## config.mk

```make
export PLATFORM = sky130hd
export DESIGN_NAME = seg_scan_driver
export DESIGN_NICKNAME = d
export VERILOG_FILES = /design/src/rtl/seg_scan_driver.sv
export SDC_FILE = /design/constraint.sdc
export NUM_CORES = 1
export LEC_CHECK = 0
export CAP_MARGIN = 20
export CORE_UTILIZATION = 45
export DETAILED_ROUTE_END_ITERATION = 16
export GPL_TIMING_DRIVEN = 0
export HOLD_SLACK_MARGIN = 0.05
export PLACE_DENSITY_LB_ADDON = 0.1
export SLEW_MARGIN = 20
export SYNTH_ARGS = -nofsm -noshare
export SYNTH_HDL_FRONTEND = slang
export SYNTH_SLANG_ARGS = --single-unit
```

## constraint.sdc

```tcl
create_clock -name clk -period 4.1 [get_ports clk]
set_input_delay 1.23 -clock clk [delete_from_list [all_inputs] [get_ports clk]]
set_output_delay 1.23 -clock clk [all_outputs]
set_load 0.05 [all_outputs]
```

## src/rtl/seg_scan_driver.sv

```systemverilog
// Three-digit time-multiplexed seven-segment scanner with frame-synchronous double buffering,
// optional leading-zero blanking and a global blank.
module seg_scan_driver #(
  parameter int unsigned REFRESH_DIV = 50000,
  parameter logic [6:0]  ZERO_SEG    = 7'b1000000,
  parameter logic [6:0]  SEG_OFF     = 7'b1111111
) (
  input  logic       clk,
  input  logic       rst,
  input  logic       load,
  input  logic [6:0] d2,
  input  logic [6:0] d1,
  input  logic [6:0] d0,
  input  logic       lzb_en,
  input  logic       blank,
  output logic [6:0] seg,
  output logic [2:0] an,
  output logic       upd_pend,
  output logic       frame
);

  localparam int unsigned CntW = (REFRESH_DIV > 1) ? $clog2(REFRESH_DIV) : 1;

  typedef enum logic [1:0] {StDig0, StDig1, StDig2} state_e;

  state_e            state_q, state_d;
  logic [CntW-1:0]   div_cnt_q;
  logic [6:0]        p2_q, p1_q, p0_q;
  logic [6:0]        s2_q, s1_q, s0_q;

  logic              tick, boundary;
  logic              hide2, hide1, dark;
  logic [6:0]        sel_seg;
  logic [2:0]        sel_an;

  always_comb begin
    tick     = (div_cnt_q == CntW'(REFRESH_DIV - 1));
    boundary = tick && (state_q == StDig2);
    // Tens only blank when hundreds is also a leading zero.
    hide2    = lzb_en && (s2_q == ZERO_SEG);
    hide1    = hide2 && (s1_q == ZERO_SEG);

    state_d  = state_q;
    sel_seg  = SEG_OFF;
    sel_an   = 3'b111;
    dark     = 1'b1;
    unique case (state_q)
      StDig0: begin
        sel_seg = s0_q;
        sel_an  = 3'b110;
        dark    = 1'b0;
        if (tick) state_d = StDig1;
      end
      StDig1: begin
        sel_seg = s1_q;
        sel_an  = 3'b101;
        dark    = hide1;
        if (tick) state_d = StDig2;
      end
      StDig2: begin
        sel_seg = s2_q;
        sel_an  = 3'b011;
        dark    = hide2;
        if (tick) state_d = StDig0;
      end
      default: begin
        state_d = StDig0;
      end
    endcase
  end

  always_ff @(posedge clk) begin
    if (rst) begin
      div_cnt_q <= '0;
      state_q   <= StDig0;
      p2_q      <= SEG_OFF;
      p1_q      <= SEG_OFF;
      p0_q      <= SEG_OFF;
      s2_q      <= SEG_OFF;
      s1_q      <= SEG_OFF;
      s0_q      <= SEG_OFF;
      upd_pend  <= 1'b0;
      frame     <= 1'b0;
      seg       <= SEG_OFF;
      an        <= 3'b111;
    end else begin
      div_cnt_q <= tick ? '0 : div_cnt_q + CntW'(1);
      state_q   <= state_d;
      frame     <= boundary;

      if (blank || dark) begin
        seg <= SEG_OFF;
        an  <= 3'b111;
      end else begin
        seg <= sel_seg;
        an  <= sel_an;
      end

      // A load landing on the boundary bypasses the pending buffer.
      if (boundary) begin
        if (load) begin
          s2_q <= d2;
          s1_q <= d1;
          s0_q <= d0;
        end else if (upd_pend) begin
          s2_q <= p2_q;
          s1_q <= p1_q;
          s0_q <= p0_q;
        end
        upd_pend <= 1'b0;
      end else if (load) begin
        p2_q     <= d2;
        p1_q     <= d1;
        p0_q     <= d0;
        upd_pend <= 1'b1;
      end
    end
  end

endmodule

```

=== Word level (Yosys, flattened, before mapping) ===
Index checks and enable logic that the tools add are counted.

* $add $sub $neg: 1
* Multipliers: 0
* Divide/modulo/power cells: 0
* Order comparisons: 0
* Equality and inequality tests: 8
* Shift operators: 0
* Mux-type cells: 13
* Bitwise logic cells: 1
* Reductions and logical operators: 12

{| class="wikitable"
|+ Operator list
! operator !! number
|-
| 7-bit 2-to-1 mux || 6
|-
| 7-bit case mux with 3 select lines || 1
|-
| 16-bit by 1-bit adder with 16-bit output, second input constant || 1
|-
| 16-bit == test, second input constant || 1
|-
| 7-bit == test, second input constant || 2
|-
| 3-bit case mux with 3 select lines || 1
|-
| 2-bit 2-to-1 mux || 3
|-
| 2-bit inequality test, second input constant || 3
|-
| 2-bit case mux with 3 select lines || 1
|-
| 2-bit OR reduction || 3
|-
| 2-bit AND reduction || 2
|-
| 1-bit logical AND || 3
|-
| 1-bit case mux with 3 select lines || 1
|-
| 3-bit AND reduction || 1
|-
| 2-bit by 1-bit == test with 1-bit output, second input constant || 1
|-
| 2-bit == test, second input constant || 1
|-
| 2-bit logical NOT || 1
|-
| 2-bit nonzero test || 1
|-
| 1-bit logical OR || 1
|-
| 1-bit inverter || 1
|}

* Register bits: 72
* Bits in latches: 0
* Memory bits (writable): 0
* ROM bits: 0
* Bits of input ports: 26
* Output and inout port bits: 12
* Logic and storage cells: 47
* Memories: 0

=== Logic depth before layout (Yosys ltp) ===
* Depth after elaboration: 6
* Mapped depth: 7
* Gate-level depth less buffers: 5

=== Worst setup path after synthesis ===
OpenSTA, ideal clock, no wires.

* Kind: input-to-reg
* Start point: input blank
* End point: register an[2]
* Setup time: 0.123 ns
* Arrival: 2.133 ns
* Path slack: 1.843 ns
* Cell stages on the path: 4
* Path buffers: 0
* Path through: or2_2 -> a41oi_1 -> o21ai_1 -> or2_2

* Longest elaborated chain between the ends: 2

{| class="wikitable"
|+ Ends and longest elaborated chain
! what !! line !! source
|-
| from (decl) || 15 || <nowiki>input logic blank,</nowiki>
|-
| 1-bit logical OR || 91 || <nowiki>if (blank || dark) begin</nowiki>
|-
| 2-bit OR reduction (no source line) || n/a ||
|-
| to (signal assigned) || 96 || <nowiki>an <= sel_an;</nowiki>
|-
| to (decl) || 17 || <nowiki>output logic [2:0] an,</nowiki>
|}

No other way between the ends.
A chain may end at the register's enable or synchronous reset.

=== Worst setup path in the final report ===
* Start point: input load
* End point: register s2_q[5]

* Longest elaborated chain between the ends: 2
* Elaborated cells on any way between the ends: 3
* Classes of those cells: mux: 1; reduce/logical: 2

{| class="wikitable"
|+ Ends and longest elaborated chain
! what !! line !! source
|-
| from (decl) || 10 || <nowiki>input logic load,</nowiki>
|-
| 2-bit nonzero test (no source line) || n/a ||
|-
| 2-bit AND reduction (no source line) || n/a ||
|-
| to (signal assigned) || 106 || <nowiki>s2_q <= p2_q;</nowiki>
|-
| to (decl) || 29 || <nowiki>logic [6:0] s2_q, s1_q, s0_q;</nowiki>
|}

Parallel ways exist; a longest one is shown, timed or not.

==> reports/metrics.yaml <==
synthesis:
  syn_nets: 353
  seq_area_frac_synth_pct: 44.9
  avgSynthCellArea_sq_um: 9.86
  synth_cell_types: 36
  synth_top_area_cell: "dfxtp_1"
  ys_warn_count: 0
  synth_top_area_share_pct: 44.9
  synth_seq_cells: 72
  synthCells: 326
  synth_area_sq_mm: 0.00321
  synth.area.top_cells: "dfxtp_1 45%, a221o_1 8.4%, nor4b_1 6.8%"
setup_path:
  reg2reg_slack_ps: 2080
  startpoint_type: "input pin"
  reg2reg_from: "state_q[0]"
  path_cells: "clkdlybuf4s50_1, nor2_1, nor2_1, clkbuf_1, nor4b_1, o21bai_1"
  cp.depth: 6
  reg2reg_depth: 5
  crit_path_max_incr_delay_ps: 650
  cp_max_fo: 10
  worst-path-buf-inv: 2
  crit_family: "buffers and inverters"
  worstPathArrival_ps: 3150
  r2r_end: "s2_q[5]"
  cp_common_cell: "nor2_1"
  endpoint_kind: "register"
  cp_data_required_time_ps: 4330
  critPathLaunch: "load"
  criticalPathCategory: "in2reg"
  cp_slowest_cell: "clkdlybuf4s50_1"
clock_tree:
  cts_inserted_buffers: 9
  ctsHtreeMaxLevel: 3
  clockBufferDepth: 2
  post-cts-setup-buffers: 0
  clk_latency_ps: 350
  post_cts_resized: 0
  path_clk_slew_ps: 80
  clkSinkCount: 72
  cts_tree: "built"
  clock_tree.root_cell: "clkbuf_8"
  holdBufCountCts: 0
timing:
  final-max-slew-violation-count: 0
  post-route-period-util_pct: 71.3
  tns_ps: 0
  whs_ps: 477
  fmax_mhz: 342
  skew_ps: 10.4
  rsz0062_at_grt: "false"
  min_period_ps: 2920
  worst_pin_slew_ps: 578
  finalSetupViolations: 0
  hold_viol: 0
  slew_headroom_pct: 61.5
floorplan:
  dieArea_sq_mm: 0.00748
  start_util_pct: 47.0
  rows: 30
  ios: 38
  fp.dieW_microns: 86.5
  die_h_microns: 86.5
  core_sq_mm: 0.00683
pwr:
  p_leak_nw: 1.43
  vdd_drop_max_uv: 257
  powerDensity_mw_per_mm2: 365
final_layout:
  post-route-util_pct: 57.3
  final_nets: 401
  area_delta_synth_final_pct: 21.8
  final.fill_count: 651
  drive_gt1_share_pct: 10.8
  num_antenna_cells: 0
global_routing:
  antenna_found_initial: 0
  grt_max_degree: 13
  grt_pass1_vias: 2459
  grt_pass1_wl_microns: 12000
  overflow: 0
  groute.usage.overall_pct: 21.2
status:
  outcome: "finished, final reports clean"
detailed_routing:
  post_drt_wl_per_cell_microns: 15.4
  firstDrtPassIters: 4
  drc: 0
  post_drt_via_cell_ratio: 5.47
  route.vias.total: 2594
  drtIter0Drc: 123
  wirelength_microns: 7300
  postRouteAntennaNets: 0
place:
  routabilityCongestion: 0.830
  port_buffers: 37
  dp_hpwl_microns: 5140
hold_path:
  min_to: "div_cnt_q[0]"
  holdPathStages: 1
  min-delay-start: "div_cnt_q[0]"
  hold_path_class: "reg2reg"
run:
  maxCapViolations: 0
-- sequential cells by signal, indices dropped and copies added, names as in the netlist --
register and count:
state_q 2, p2_q 7, s0_q 7, p0_q 7
an 3, s1_q 7, p1_q 7, div_cnt_q 16
upd_pend 1, seg 7, s2_q 7, frame 1
-- worst max-delay path by stage --
stage / to / slack [ps]
after global placement: s2_q[5] / 750
final: s2_q[5] / 1180
after global routing: s2_q[5] / 990
after CTS: s2_q[5] / 1140
after floorplan: an[2] / 1840
after detailed placement: s2_q[5] / 780
-- cells in the final DEF (no fill, tap or decap), types with 3 or more instances in the layout --
| master | netlist | routed |
|---|---|---|
| inv_1 | 3 | 3 |
| clkbuf_8 | 0 | 9 |
| nor2b_1 | 21 | 21 |
| dfxtp_1 | 72 | 72 |
| nor4b_1 | 25 | 25 |
| xor2_1 | 4 | 4 |
| nand3_1 | 6 | 6 |
| a21oi_1 | 23 | 23 |
| buf_2 | 9 | 9 |
| clkdlybuf4s50_1 | 0 | 37 |
| xnor2_1 | 11 | 11 |
| nor4_1 | 5 | 5 |
| nor3_1 | 4 | 4 |
| nand2b_1 | 4 | 4 |
| nand4_1 | 4 | 4 |
| clkbuf_1 | 12 | 12 |
| and2_1 | 22 | 22 |
| a221o_1 | 27 | 27 |
| nand2_1 | 5 | 5 |
| o21bai_1 | 21 | 21 |
| mux2_2 | 7 | 7 |
| nor2_1 | 21 | 21 |
-- per-layer routing --
metal,vias to the layer above,track usage [%],wire (microns)
met3,6,5.81,305
met1,1225,27.3,3510
li1,1298,-,-
met4,0,7.12,72
met5,-,0,0
met2,65,34.3,3410
-- final cells by class --
| cell class | instances | area (sq um) | area share, % |
|---|---|---|---|
| multi-input combinational | 226 | 1640 | 41.8 |
| sequential | 72 | 1440 | 36.8 |
| timing repair buffer | 37 | 370 | 9.47 |
| clock buffer | 9 | 124 | 3.17 |
| buffer | 24 | 120 | 3.07 |
| tap | 96 | 120 | 3.07 |
| clock inverter | 6 | 85.1 | 2.17 |
| inverter | 4 | 15.0 | 0.384 |
-- logic make-up after synthesis --
kind of cell / share of synthesized area, %
AND/OR/NAND/NOR: 26.3
AO/OA/AOI/OAI: 17.7
flip-flops: 44.9
buffers and inverters: 4.21
XOR/XNOR: 4.09
multiplexers: 2.45
adder cells (fa/ha/maj): 0.389
-- report_power, final --
group | switching (W) | internal (W) | total, W
sequential | 0.00000949 | 0.000717 | 0.000727
combinational | 0.0000452 | 0.0000557 | 0.000101
clock | 0.000263 | 0.000337 | 0.000600
-- synth_stat cells, drive strengths merged --
cell and instances:
a21oi 23, a221o 27, a41oi 1, and2 22
and3 1, and4 2, and4b 1, buf 12
clkbuf 12, clkinv 1, dfxtp 72, ha 1
inv 3, mux2 7, nand2 6, nand2b 4
nand3 6, nand4 5, nor2 22, nor2b 21
nor3 4, nor4 5, nor4b 27, o21ai 2
o21bai 21, o22ai 1, or2 2, xnor2 11
xor2 4
-- per-stage QoR --
stage | instance area, sq um | worst slack (ps) | instances | total power [W]
2_1_floorplan | 3210 | 1840 | 326 | 0.000801
3_3_place_gp | 3700 | 753 | 459 | 0.000842
3_5_place_dp | 3700 | 776 | 459 | 0.000843
4_1_cts | 3910 | 1140 | 474 | 0.00144
5_1_grt | 3910 | 994 | 474 | 0.00148
6_report | 3910 | 1180 | 474 | 0.00143
(Power assumes the default switching activity.)
